==> src/rtl/jpeg_pkg.sv <==
// Shared JPEG block geometry, sample types and elaboration helpers.
package jpeg_pkg;

   localparam int BLK_DIM    = 8;
   localparam int BLK_PIX    = BLK_DIM * BLK_DIM;
   localparam int JPEG_PIX_W = 8;

   typedef logic [JPEG_PIX_W-1:0]         pix_t;
   typedef pix_t [BLK_DIM-1:0][BLK_DIM-1:0] block_t;

   function automatic bit is_pow2(input int n);
      return (n > 0) && ((n & (n - 1)) == 0);
   endfunction

   // A one-slot FIFO still needs a 1-bit pointer to keep the vectors legal.
   function automatic int ptr_width(input int depth);
      return (depth > 1) ? $clog2(depth) : 1;
   endfunction

endpackage

==> src/rtl/blk_fifo_ctrl.sv <==
// Pointer, occupancy and drop accounting for the whole-block FIFO.
module blk_fifo_ctrl
   import jpeg_pkg::*;
#(
   parameter  int DEPTH    = 2,
   parameter  int CNT_W    = 16,
   localparam int PTR_W    = ptr_width(DEPTH),
   localparam int CNT_BITS = $clog2(DEPTH + 1)
) (
   input  logic             clk,
   input  logic             rst,
   input  logic             flush,
   input  logic             valid_in,
   input  logic             rd_done,
   output logic             in_ready,
   output logic             not_empty,
   output logic             wr_en,
   output logic [PTR_W-1:0] wr_ptr,
   output logic [PTR_W-1:0] rd_ptr,
   output logic [CNT_W-1:0] drop_cnt
);

   logic [CNT_BITS-1:0] count;
   logic                drop;
   logic                rd_en;

   function automatic logic [PTR_W-1:0] bump(input logic [PTR_W-1:0] p);
      return (p == PTR_W'(DEPTH - 1)) ? '0 : p + 1'b1;
   endfunction

   // Full is judged on the registered count, so a slot freed this cycle is not reused.
   assign in_ready  = (count != CNT_BITS'(DEPTH));
   assign not_empty = (count != '0);
   assign wr_en     = valid_in & in_ready & ~flush;
   assign drop      = valid_in & ~in_ready & ~flush;
   assign rd_en     = rd_done & ~flush;

   // NOTE: state registers use non-blocking (<=) so every flop samples pre-edge values.
   always_ff @(posedge clk or posedge rst) begin
      if (rst) begin
         wr_ptr   <= '0;
         rd_ptr   <= '0;
         count    <= '0;
         drop_cnt <= '0;
      end else if (flush) begin
         wr_ptr <= '0;
         rd_ptr <= '0;
         count  <= '0;
      end else begin
         if (wr_en) wr_ptr <= bump(wr_ptr);
         if (rd_en) rd_ptr <= bump(rd_ptr);
         case ({wr_en, rd_en})
            2'b10:   count <= count + 1'b1;
            2'b01:   count <= count - 1'b1;
            default: count <= count;
         endcase
         if (drop && (drop_cnt != '1)) drop_cnt <= drop_cnt + 1'b1;
      end
   end

endmodule

==> src/rtl/block_pixel_streamer.sv <==
// Buffers whole 8x8 colour blocks and replays them as a row-major,
// LANES-wide pixel stream under valid/ready flow control.
module block_pixel_streamer
   import jpeg_pkg::*;
#(
   parameter int NCH   = 3,
   parameter int PIX_W = 8,
   parameter int LANES = 1,
   parameter int DEPTH = 2,
   parameter int CNT_W = 16
) (
   input  logic                                                clk,
   input  logic                                                rst,
   input  logic [NCH-1:0][BLK_DIM-1:0][BLK_DIM-1:0][PIX_W-1:0] blk_in,
   input  logic                                                valid_in,
   output logic                                                in_ready,
   input  logic                                                flush,
   output logic [LANES-1:0][NCH-1:0][PIX_W-1:0]                pix_out,
   output logic                                                pix_valid,
   input  logic                                                pix_ready,
   output logic [2:0]                                          pix_row,
   output logic [2:0]                                          pix_col,
   output logic                                                blk_last,
   output logic [CNT_W-1:0]                                    blk_idx,
   output logic [CNT_W-1:0]                                    drop_cnt
);

   localparam int         PTR_W    = ptr_width(DEPTH);
   localparam logic [2:0] LAST_COL = 3'(BLK_DIM - LANES);

   if (!(LANES == 1 || LANES == 2 || LANES == 4 || LANES == 8)) begin : g_bad_lanes
      $error("block_pixel_streamer: LANES must be 1, 2, 4 or 8");
   end
   if (!is_pow2(DEPTH)) begin : g_bad_depth
      $error("block_pixel_streamer: DEPTH must be a power of two");
   end

   typedef logic [NCH-1:0][BLK_DIM-1:0][BLK_DIM-1:0][PIX_W-1:0] slot_t;

   slot_t            mem [DEPTH];
   logic             wr_en;
   logic [PTR_W-1:0] wr_ptr;
   logic [PTR_W-1:0] rd_ptr;
   logic [2:0]       row;
   logic [2:0]       col;
   logic             xfer;
   logic             last_xfer;

   blk_fifo_ctrl #(.DEPTH(DEPTH), .CNT_W(CNT_W)) u_ctrl (
      .clk      (clk),
      .rst      (rst),
      .flush    (flush),
      .valid_in (valid_in),
      .rd_done  (last_xfer),
      .in_ready (in_ready),
      .not_empty(pix_valid),
      .wr_en    (wr_en),
      .wr_ptr   (wr_ptr),
      .rd_ptr   (rd_ptr),
      .drop_cnt (drop_cnt)
   );

   assign xfer      = pix_valid & pix_ready;
   assign last_xfer = xfer & blk_last;

   // NOTE: block storage has no reset; a slot is only read once count says it holds data.
   always_ff @(posedge clk) begin
      if (wr_en) mem[wr_ptr] <= blk_in;
   end

   // col holds the pixel column of lane 0, so it steps by LANES and wraps into the next row.
   always_ff @(posedge clk or posedge rst) begin
      if (rst) begin
         row     <= '0;
         col     <= '0;
         blk_idx <= '0;
      end else if (flush) begin
         row <= '0;
         col <= '0;
      end else if (xfer) begin
         if (col == LAST_COL) begin
            col <= '0;
            row <= row + 1'b1;
         end else begin
            col <= col + 3'(LANES);
         end
         if (blk_last) blk_idx <= blk_idx + 1'b1;
      end
   end

   // NOTE: defaults first so every path assigns every output and no latch is inferred.
   always_comb begin
      pix_out  = '0;
      blk_last = 1'b0;
      if (pix_valid) begin
         for (int k = 0; k < LANES; k++) begin
            for (int ch = 0; ch < NCH; ch++) begin
               pix_out[k][ch] = mem[rd_ptr][ch][row][col + 3'(k)];
            end
         end
         blk_last = (row == 3'd7) && (col == LAST_COL);
      end
   end

   assign pix_row = row;
   assign pix_col = col;

endmodule
==> config.mk <==
export PLATFORM = sky130hd
export DESIGN_NAME = block_pixel_streamer
export DESIGN_NICKNAME = d
export VERILOG_FILES = /design/src/rtl/jpeg_pkg.sv /design/src/rtl/blk_fifo_ctrl.sv /design/src/rtl/block_pixel_streamer.sv
export SDC_FILE = /design/constraint.sdc
export NUM_CORES = 2
export LEC_CHECK = 0
export ABC_AREA = 1
export CELL_PAD_IN_SITES_DETAIL_PLACEMENT = 1
export CELL_PAD_IN_SITES_GLOBAL_PLACEMENT = 1
export CORE_MARGIN = 5
export CORE_UTILIZATION = 25
export CTS_BUF_LIST = sky130_fd_sc_hd__clkbuf_8
export DETAILED_ROUTE_END_ITERATION = 10
export DONT_BUFFER_PORTS = 1
export PLACE_DENSITY_LB_ADDON = 0.1
export SYNTH_ARGS = -nofsm -noshare
export SYNTH_HDL_FRONTEND = slang
export SYNTH_SLANG_ARGS = --single-unit
==> constraint.sdc <==
create_clock -name clk -period 89.3 [get_ports clk]
set_input_delay 17.86 -clock clk [delete_from_list [all_inputs] [get_ports clk]]
set_output_delay 17.86 -clock clk [all_outputs]
set_load 0.02 [all_outputs]
# Word level (Yosys, flattened, before mapping)
# Memories as Yosys holds them, arrays and structs flattened.
# Index checks and enable logic that the tools add are counted.
# op_classes
add_sub_neg	8
n_lt_le_gt_ge	2
n_eq_ne	6
mux	30
bitwise_logic	9
reduce_logical	11
# op_table
cell	count
$bmux 64 s3	3
$mux 64	3
$bmux 8 s3	3
$add 16x1->16 const B	2
$mux 24	1
$mux 8	3
$mux 3	6
$ne 16x16->1 const B	1
$reduce_bool 2->1	5
$mux 1	9
$lt 3x4->1 const B	2
$and 1x1->1	7
$add 3x1->3 const B	2
$eq 3x3->1 const B	2
$pmux 2 s2	1
$reduce_and 2->1	2
$reduce_and 3->1	1
$reduce_bool 3->1	1
$add 1x1->1 const B	2
$add 2x1->2 const B	1
$eq 2x1->1 const B	1
$eq 2x2->1 const B	1
$logic_and 1x1->1	2
$mux 2	1
other kinds (3)	4
# totals
ff_bits	42
mem_bits_rw	3072
out_inout_bits	65
wordCells	74
mem_count	1
# memory_table
memory	depth	width	rd	rd_clocked_by_memory_dff	wr	line_no	source
mem	2	1536	1	0	1	block_pixel_streamer.sv:40	slot_t mem [DEPTH];

# Longest topological paths before layout
# logic_depth
ltp_word	8
depth_mapped	15

# By module
# From an unflattened synthesis, not the netlist that was laid out.
# hier_totals
cells_unflattened	10303
area_unflattened_um2	125461.6
# modules_own_cells
module	instances	cells_per_inst	area_per_inst_um2
block_pixel_streamer	1	10123	124196.6
blk_fifo_ctrl	1	180	1265.0

# Least setup slack after synthesis
# No wires, ideal clock.
# synth_timing
kind	input-to-reg
startpoint	in valid_in
endpoint	mem mem[0][0] in the netlist's numbering, enable pin
setup_ns	3.493
arrival_time_ns	81.858
slack_ns	3.949
stages	6
n_path_buf	0
cell_sequence	inv_1 nor2_1 inv_1 nor2_1 inv_1 nor2_1
# synth_via
elab_chain_cells	4
# synth_rtl
element	line_no	source
start: declaration	block_pixel_streamer.sv:15	input logic valid_in,
$and 1x1->1 (2 in a row)	blk_fifo_ctrl.sv:34	assign wr_en = valid_in & in_ready & ~flush;
$mux 1	block_pixel_streamer.sv:68	if (wr_en) mem[wr_ptr] <= blk_in;
$mux 1 (implied by the code)	block_pixel_streamer.sv:68	
end: declaration	block_pixel_streamer.sv:40	
# No other way between the ends.

==> flow_summary.yaml <==
outcome:
  status: "complete, no violations"
critical_path:
  crit_chain: "inv_16 -> buf_12 -> buf_4 -> buf_12 -> buf_12 -> buf_12 -> buf_4 -> nand2_1 -> nand3_1 -> nand3_1 -> nand3_1 -> nand3_1 -> nand2_1 -> nand2_1 -> nand2_1 -> nor2_1 -> nor2_1"
  timing.rr.start: "u_ctrl.count[1]"
  crit_path_max_fanout: 147
  critPathLaunch: "u_ctrl.rd_ptr"
  start_kind: "flop"
  cp_data_required_time_ps: 71440
  critPathTopFamily: "buffers and inverters"
  cp-end-kind: "output pin"
  cp_slowest_cell: "nor2_1"
  path_class: "flop to output pin"
  crit_arrival_ps: 9080
  cp_num_buf_inv: 7
  max_stage_delay_ps: 940
floorplan:
  core_um2: 498000
  initial_core_util_pct: 25.1
  dieWidth_um: 717
  io-pin-count: 1606
  dieArea_um2: 514000
  die_y_um: 717
  row_count: 259
final_layout:
  nFillCells: 54466
  finalNetCount: 11876
  layout_commonest_cell: "nand2_1"
  layout.cells.non_filler: 17681
  final_cell_mix: "nand2_1 (3351), edfxtp_1 (3072), nand3_1 (2924)"
  drive_gt1_share_pct: 8.30
  final_core_util_pct: 28.7
  area_delta_synth_final_pct: 14.4
synthesis:
  async_reset_ff_share_pct: 1.35
  synth_cell_types: 29
  synth_seq_area_share_pct: 74.7
  synth_edf_count: 3072
  yosysWarnings: 0
  synthCells: 10238
  synth_nets: 11785
  synth.cell_area_um2: 125000
  syn-mean-instance-area_um2: 12.2
  ys_seq_elements: 3114
  ys.flop_type: "edfxtp_1"
timing:
  finalSetupViolCount: 0
  clock.fmax_mhz: 37.1
  setup_tns_ps: 0
  clock_skew_ps: 84.2
  hold_viol_final: 0
  slew_viol_final: 0
  rsz0062_at_grt: "no"
  min_period_ps: 26940
  hold_slack_ps: 581
  worst_pin_slew_ps: 1210
  slew_headroom_pct: 18.8
  finalCritPeriodShare_pct: 30.2
cts:
  htree_levels: 6
  clk_latency_ps: 1230
  cts_buffer_depth: 4
  cts_resized: 0
  cts_hold_buf: 0
  cts_setup_buffers: 0
  clk_pin_slew_ps: 60
  numCtsBuffers: 601
  cts_tree: "yes"
  clock-sinks: 3114
  cts_root_buf: "clkbuf_8"
pwr:
  power_frac_seq_pct: 49.4
  ir_drop_mv: 0.0164
  p_sw_share_pct: 30.4
  internal-power_mw: 2.49
  power.density_nw_per_um2: 25.0
  power.leakage_nw: 49.6
  clock_power_share_pct: 36.9
  pwr-share-comb_pct: 13.6
  p_switching_mw: 1.09
global_routing:
  grt_pass1_wl_um: 777000
  antenna_found_initial: 454
  grt_max_degree: 153
  grt_pass1_vias: 85375
  grt-ovfl-total: 0
  grt_usage_pct: 22.1
route:
  ant_nets: 0
  drc: 0
  viasPerCell: 4.75
  dr.pass1.iters: 5
  totalWireLength_um: 591000
  wire_per_inst_um: 33.4
  drt_iter0_markers: 5667
  dr_total_vias: 84038
worst_hold_path:
  hp-class: "flop to flop"
  hp-start: "u_ctrl.wr_ptr"
run:
  drv_cap: 0
placement:
  numPortBuffers: 0
  hpwl_um: 412000
  place_congestion: 0.817
  dp.cells: 16381
[sequential cells by signal, summed over array words and instances (netlist names)]
name / cells
u_ctrl.wr_ptr: 1
pix_row: 3
blk_idx: 16
mem: 3072
u_ctrl.rd_ptr: 1
u_ctrl.count: 2
u_ctrl.drop_cnt: 16
pix_col: 3
[stage by stage]
| step | instance area, um^2 | setup slack [ps] | power [mW] |
|---|---|---|---|
| finish | 143000 | 62360 | 3.57 |
| global route | 143000 | 61850 | 3.74 |
| floorplan | 125000 | 3950 | 2.34 |
| detailed placement | 131000 | 63460 | 2.32 |
| global placement | 131000 | 63490 | 2.31 |
| CTS | 142000 | 62050 | 3.65 |
[worst register-to-register path, cell delays in order, from the launching register on]
cell and delay (ps):
dfrtp_1 380, inv_1 140, nor2_2 70, nor2_1 80
inv_1 70, nor2_1 80, inv_1 110, nor2_4 120
buf_4 580, buf_4 810, buf_4 660, buf_12 650
buf_4 920, buf_4 970
[final cells by class]
cell class                 count  area [um^2]  share of cell area, %
antenna                      242          606                  0.424
clock buffer                 602         8290                   5.80
clock inverter               456         2500                   1.75
inverter                      31          161                  0.113
multi-input combinational   6416        28000                   19.6
sequential                  3114        93300                   65.3
tap                         6655         8330                   5.83
timing repair buffer         165         1640                   1.15
[per-layer routing]
metal | global-route usage [%] | vias up | wire, um
met5 | 0 | - | 2650
met4 | 6.29 | 372 | 17100
met3 | 9.25 | 1279 | 54700
met2 | 38.0 | 2654 | 291000
met1 | 25.0 | 42616 | 225000
li1 | - | 37117 | -
[cells by family (layout without fill, tap and decap cells)]
group / Yosys count / after routing / share of synthesized area [%]
buf+inv: 708 / 1254 / 2.89
flops: 3114 / 3114 / 74.7
xor+xnor: 30 / 30 / 0.210
compound gates: 13 / 13 / 0.0531
simple gates: 6367 / 6367 / 22.1
fa+ha+maj: 6 / 6 / 0.0601
other cells: 0 / 242 / 0
[power groups by stage]
stage / clock network, mW / logic, mW / registers (mW)
2_1_floorplan: 0 / 0.231 / 2.11
3_3_place_gp: 0 / 0.517 / 1.79
3_5_place_dp: 0 / 0.519 / 1.80
4_1_cts: 1.36 / 0.520 / 1.77
5_1_grt: 1.43 / 0.530 / 1.77
6_report: 1.32 / 0.487 / 1.77
[synth_stat cells (all sizes together), types with 2 or more instances]
cell	n	area (um^2)
nor4	2	12.5
inv	30	115
nand2	3355	12600
nor2	71	274
edfxtp	3072	92200
dfrtp	42	1050
nor3	8	40.0
clkbuf	121	454
o21ai	11	55.1
nand3	2924	14600
xnor2	13	114
nand4	5	31.3
ha	6	75.1
xor2	17	149
buf	556	3030
[worst paths after layout]
check                           endpoint  slack [ps]  cells after the start
max                          pix_out[17]       62360                     17
min                        u_ctrl.wr_ptr         580                      1
max reg2reg                  mem[1][727]       83130                     13
min reg2reg                u_ctrl.wr_ptr         580                      1
max in group asynchronous     pix_col[1]       71660                      1
min in group asynchronous     blk_idx[2]       16790                      1
(Power assumes the default switching activity.)
